[src/rtl/event_counter_pkg.sv]
// event_counter_pkg: default sizing constants and saturation helper shared by the pulse-rate meter and its bench
package event_counter_pkg;
  localparam int GATE_CYCLES_DEF = 1000;
  localparam int GATE_WIDTH_DEF = 10;
  localparam int COUNT_WIDTH_DEF = 8;
  localparam int SYNC_STAGES_DEF = 2;
  function automatic int unsigned sat_max(input int unsigned w);
    return (32'd1 << w) - 32'd1;
  endfunction
  localparam int unsigned SAT_MAX_DEF = sat_max(COUNT_WIDTH_DEF);
endpackage

[src/rtl/sync_edge_detect.sv]
// sync_edge_detect: synchronizes an async input and flags its edges; EVENT_COUNTER_BOTH_EDGES_EN selects rising+falling instead of rising only
module sync_edge_detect #(
  parameter int SYNC_STAGES = 2
) (
  input  logic clk,
  input  logic rst,
  input  logic d,
  output logic det
);
  logic [SYNC_STAGES-1:0] sync;
  logic prev;
  // shift the async input through the synchronizer and remember the last synchronized value
  always_ff @(posedge clk) begin
    if (rst) begin
      sync <= '0;
      prev <= 1'b0;
    end else begin
      sync <= {sync[SYNC_STAGES-2:0], d};
      prev <= sync[SYNC_STAGES-1];
    end
  end
`ifdef EVENT_COUNTER_BOTH_EDGES_EN
  assign det = sync[SYNC_STAGES-1] ^ prev;
`else
  assign det = sync[SYNC_STAGES-1] & ~prev;
`endif
endmodule

[src/rtl/event_counter.sv]
// event_counter: counts sig_in edges over a GATE_CYCLES window and hands the count out via valid/ready (EVENT_COUNTER_BOTH_EDGES_EN counts both edges)
module event_counter
  import event_counter_pkg::*;
#(
  parameter int GATE_CYCLES = GATE_CYCLES_DEF,
  parameter int GATE_WIDTH = GATE_WIDTH_DEF,
  parameter int COUNT_WIDTH = COUNT_WIDTH_DEF,
  parameter int SYNC_STAGES = SYNC_STAGES_DEF
) (
  input  logic                   clk,
  input  logic                   rst,
  input  logic                   enable,
  input  logic                   sig_in,
  output logic [COUNT_WIDTH-1:0] result,
  output logic                   result_sat,
  output logic                   result_valid,
  input  logic                   result_ready,
  output logic                   overrun
);
  localparam logic [COUNT_WIDTH-1:0] MAX = COUNT_WIDTH'(sat_max(COUNT_WIDTH));
  logic det, term, accept, sat, sat_nxt;
  logic [GATE_WIDTH-1:0] gate;
  logic [COUNT_WIDTH-1:0] acc, acc_nxt;
  sync_edge_detect #(.SYNC_STAGES(SYNC_STAGES)) u_sync (
    .clk(clk),
    .rst(rst),
    .d(sig_in),
    .det(det)
  );
  // saturating edge accumulation and end-of-window detection
  always_comb begin
    term = enable && (gate == GATE_WIDTH'(GATE_CYCLES - 1));
    acc_nxt = (det && acc != MAX) ? acc + COUNT_WIDTH'(1) : acc;
    sat_nxt = sat | (det && acc == MAX);
    accept = result_valid & result_ready;
  end
  // gate window: held clear while disabled, restarted after each terminal cycle
  always_ff @(posedge clk) begin
    if (rst || !enable || term) begin
      gate <= '0;
      acc <= '0;
      sat <= 1'b0;
    end else begin
      gate <= gate + GATE_WIDTH'(1);
      acc <= acc_nxt;
      sat <= sat_nxt;
    end
  end
  // result register with valid/ready handshake and sticky overrun on unread overwrite
  always_ff @(posedge clk) begin
    if (rst) begin
      result <= '0;
      result_sat <= 1'b0;
      result_valid <= 1'b0;
      overrun <= 1'b0;
    end else if (term) begin
      result <= acc_nxt;
      result_sat <= sat_nxt;
      result_valid <= 1'b1;
      if (result_valid && !result_ready) overrun <= 1'b1;
    end else if (accept) begin
      result_valid <= 1'b0;
    end
  end
endmodule

[config.mk]
export PLATFORM = sky130hd
export DESIGN_NAME = event_counter
export DESIGN_NICKNAME = d
export VERILOG_FILES = /design/src/rtl/event_counter_pkg.sv /design/src/rtl/sync_edge_detect.sv /design/src/rtl/event_counter.sv
export SDC_FILE = /design/constraint.sdc
export NUM_CORES = 1
export LEC_CHECK = 0
export ABC_AREA = 1
export BUFFER_PORTS_ARGS = -buffer_cell sky130_fd_sc_hd__buf_4
export CAP_MARGIN = 20
export CELL_PAD_IN_SITES_DETAIL_PLACEMENT = 0
export CELL_PAD_IN_SITES_GLOBAL_PLACEMENT = 1
export CORE_AREA = 2 2 64 66
export DETAILED_ROUTE_END_ITERATION = 6
export DIE_AREA = 0 0 66 68
export MAX_ROUTING_LAYER = met4
export PLACE_DENSITY_LB_ADDON = 0.1
export SLEW_MARGIN = 20
export SYNTH_ARGS = -nofsm -noshare
export SYNTH_HDL_FRONTEND = slang
export SYNTH_SLANG_ARGS = --single-unit
[constraint.sdc]
create_clock -name clk -period 1.5 [get_ports clk]
set_input_delay 0.3 -clock clk [delete_from_list [all_inputs] [get_ports clk]]
set_output_delay 0.3 -clock clk [all_outputs]
set_load 0.01 [all_outputs]
==> summary.md <==
The run finished with clean final reports. TritonCTS built the clock tree. The tools report the die area as 4488 sq um. Summed over all failing endpoints, the final setup total negative slack is 0 ns. In the final design database the tool counted 246 nets. The routed design has 3163 microns of wire.

In this run the critical register-to-register path is launched from acc[0]. For this design the static power due to leakage is 0.0007569 uW. The finished cells cover 1929 sq um. In this run the worst path has a maximum fanout of 5. The most common cell in the synthesized netlist was sky130_fd_sc_hd__nand2_1. The total standard cell area after synthesis is 1558 sq um. For this run, the leading register cell type out of synthesis is sky130_fd_sc_hd__dfxtp_1. The run gives 0 as the initial antenna violation count. Measured on the finished design, the core utilization comes to 50.03%. For the sequential share of the synthesized area, the log shows 42.41%.

After layout, the design draws a total of 1816 uW. The logs give 0.8188 for the routability-driven placement congestion ratio and 216 for the number of nets produced by synthesis. IR analysis of the VDD net gives a maximum drop of 0.0005786 V.

The flop and latch count out of synthesis was 33; the post-detailed-placement cell area was 1762 sq um. The first global-routing pass estimated 5382 microns of wire. Cell chosen for the clock root: sky130_fd_sc_hd__clkbuf_8.

Summed over all nets, the half-perimeter wirelength after detailed placement is 2387 microns. The worst pin sits at a relative slew slack of 77.37%. For the top-level I/O count, the log shows 16.

The run gives 5 as the total clock buffers created by CTS. Path category of the worst min-delay check: in -> reg. The filler cell count came out at 395.

From synthesis to final layout, the design area changed by 23.86%. The time the final worst path needs with I/O delays and setup is 1.376 ns, and the worst path required time is 1.69 ns. The synthesis warning total was 0; the signal arrival time at the worst endpoint was 1.56 ns. Synthesis instantiated 27 different standard cells from the library.

The proportion of netlist area held by the largest area contributor came out at 42.41%. Setup violations remaining at the end of the flow were counted as 0. The worst register-to-register path has a setup slack of 0.12 ns. Entering global routing, the biggest net connects 20 pins. Setup repair after global routing left no endpoint under its margin.

From bottom edge to top edge, the die measures 68 microns. The cell taking the most area after synthesis is sky130_fd_sc_hd__dfxtp_1. For the pin with the worst max-slew slack, the measured transition is 0.3358 ns. After global routing the overflow that remains totals 0. The tool flagged a number of max-cap violations equal to 0. The path with the worst hold slack has its endpoint at u_sync.sync[0]. For the violation count after the first detailed-routing iteration, the log shows 44. The H-tree was split into 2 levels. For the hold violation total from the final report, the log shows 0.

The tools report the startpoint class of the critical path as a flop. In the post-synthesis netlist, the biggest area contributors are sky130_fd_sc_hd__dfxtp_1 (42%), sky130_fd_sc_hd__nand2_1 (11%), sky130_fd_sc_hd__inv_1 (9.2%), sky130_fd_sc_hd__a21oi_1 (5.1%), sky130_fd_sc_hd__nor2_2 (4.4%). After detailed routing, the number of remaining DRC violations is 0.

The number of vias per cell after detailed routing works out to 4.669. After clock tree synthesis, the clock-pin slew on the worst setup and hold paths is 0.07 ns. The initial utilization of the core area, before any placement, comes to 40.40%. The number of global-route vias before repair came out at 1297.

The worst setup path is captured at a flop. The repair_antennas step left the layout with diodes totalling 0. Of all flip-flops after synthesis, the portion carrying an async set or reset was 0%. The die is 66 microns wide.

Leaving out filler cells and counting taps, the final layout contains 290. The number of pins exceeding their max-slew limit in the final report is 0, and the number of vias in the routed layout is 1354. In this run the power density over the cells is 941.1 nW/um^2. The run gives 3856 sq um as the area of the core.

The mean post-synth cell area works out to 7.453 sq um. In this run the most critical hold path is launched from sig_in. Once placement completed, the tool counted placed cells totaling 279. The detail route stage leaves a number of antenna-violating nets equal to 0. The number of cells on the worst hold path was 3. The setup skew after layout is 0.007140 ns.

The synthesized design contains 0 enable-type register cells. The sink count of the clock tree is 33, and the later-pin clock latency in the skew report is 0.28 ns. The post-route fraction of the period consumed by the critical path came out at 91.74%. The count of buffers added on input and output ports is 15. The number of cells on the worst reg-to-reg path is 10.

For this run, the top clock speed supported by timing is 0.7267 GHz. In the final routed layout, each cell accounts on average for 10.91 microns. The commonest cells after synthesis are sky130_fd_sc_hd__nand2_1 (44), sky130_fd_sc_hd__inv_1 (38), sky130_fd_sc_hd__dfxtp_1 (33), sky130_fd_sc_hd__a21oi_1 (16), sky130_fd_sc_hd__nor2_1 (15).

The initialized floorplan defines 23 standard-cell rows. Of the cells placed in the final design, the portion with a size suffix greater than 1 is 27.08%. The clock passes through at most 2 buffers. The first detailed-routing pass took 4 iterations. Category of the critical setup timing path: reg -> reg. Global routing used 16.86% of the available tracks across all layers.

The tools report the cell count after synthesis as 209. The endpoint identified for the worst register-to-register timing path is result[3].
-- worst max-delay path, stage by stage, from the launching register on --
cell and delay (ns):
sky130_fd_sc_hd__dfxtp_1 0.38, sky130_fd_sc_hd__ha_4 0.17, sky130_fd_sc_hd__nand2_2 0.07, sky130_fd_sc_hd__nor2_2 0.10, sky130_fd_sc_hd__nand2_2 0.10, sky130_fd_sc_hd__nand2_4 0.12
sky130_fd_sc_hd__inv_4 0.06, sky130_fd_sc_hd__nand2_1 0.07, sky130_fd_sc_hd__nand3_1 0.10, sky130_fd_sc_hd__nand2_1 0.07, sky130_fd_sc_hd__inv_1 0.04
-- flip-flops by register name (all words and copies together), names as in the netlist --
name / count
gate: 10
u_sync.sync: 2
acc: 8
result_valid: 1
sat: 1
result_sat: 1
overrun: 1
u_sync.prev: 1
result: 8
-- stage by stage --
step	setup slack, ns	hold WS (ns)
6_report	0.1240	0.2169
5_1_grt	0.001499	0.2288
4_1_cts	0.008150	0.2101
3_5_place_dp	0.02384	0.3965
3_3_place_gp	0.01234	0.3951
2_1_floorplan	0.1077	0.3883
-- kinds of logic after synthesis --
group	after synthesis	share of synthesized area (%)
buf+inv	42	11.57
xor+xnor	5	2.812
simple gates	101	32.37
flops	33	42.41
fa+ha+maj	2	1.606
compound gates	26	9.238
-- where the power goes --
part | total (uW) | switching (uW) | internal, uW
Combinational | 72.6 | 42.1 | 30.5
Clock | 856 | 314 | 541
Sequential | 888 | 4.17 | 883
-- routing by layer --
metal  vias up  GRT usage [%]  routed length [microns]
met5         -              -                        0
met4         0          7.653                       51
met3         4          5.428                       91
met2        11          29.80                     1692
met1       634          17.17                     1327
li1        705              -                        -
-- final cells by class --
type                    count  area [sq um]  area share, %
clock buffers               7         86.33          4.475
clock inverters             1         30.03          1.556
inverters                  39         148.9          7.717
multi-input cells         135         738.2          38.26
flip-flops and latches     33         663.1          34.37
well taps                  50         62.56          3.243
repair buffers             25         200.2          10.38
-- worst max-delay path by stage --
| stage | slack (ns) | startpoint | to |
|---|---|---|---|
| final | 0.12 | acc[0] | result[3] |
| after global routing | 0.001 | gate[0] | result[3] |
| after detailed placement | 0.02 | acc[1] | result[3] |
| after CTS | 0.008 | acc[1] | result[3] |
| after global placement | 0.01 | acc[1] | result[3] |
| after floorplan | 0.11 | gate[0] | acc[6] |
-- cells in the final DEF (no fill, tap or decap), drive strengths merged --
cell type,count
bufinv,1
o21a,1
a21oi,18
dfxtp,33
nor3,5
nand4,2
nand2,52
clkbuf,7
or2,1
xor2,3
inv,39
nand3,15
nor2,27
ha,2
xnor2,2
buf,25
o21ai,7
-- repair_timing --
item | 4_1_cts | 5_1_grt
setup endpoints to repair | 0 | 21
setup buffers | 0 | 2
resized for setup | 0 | 6
hold buffers | 0 | 0
Note: power is estimated with default switching activity, not from simulation.
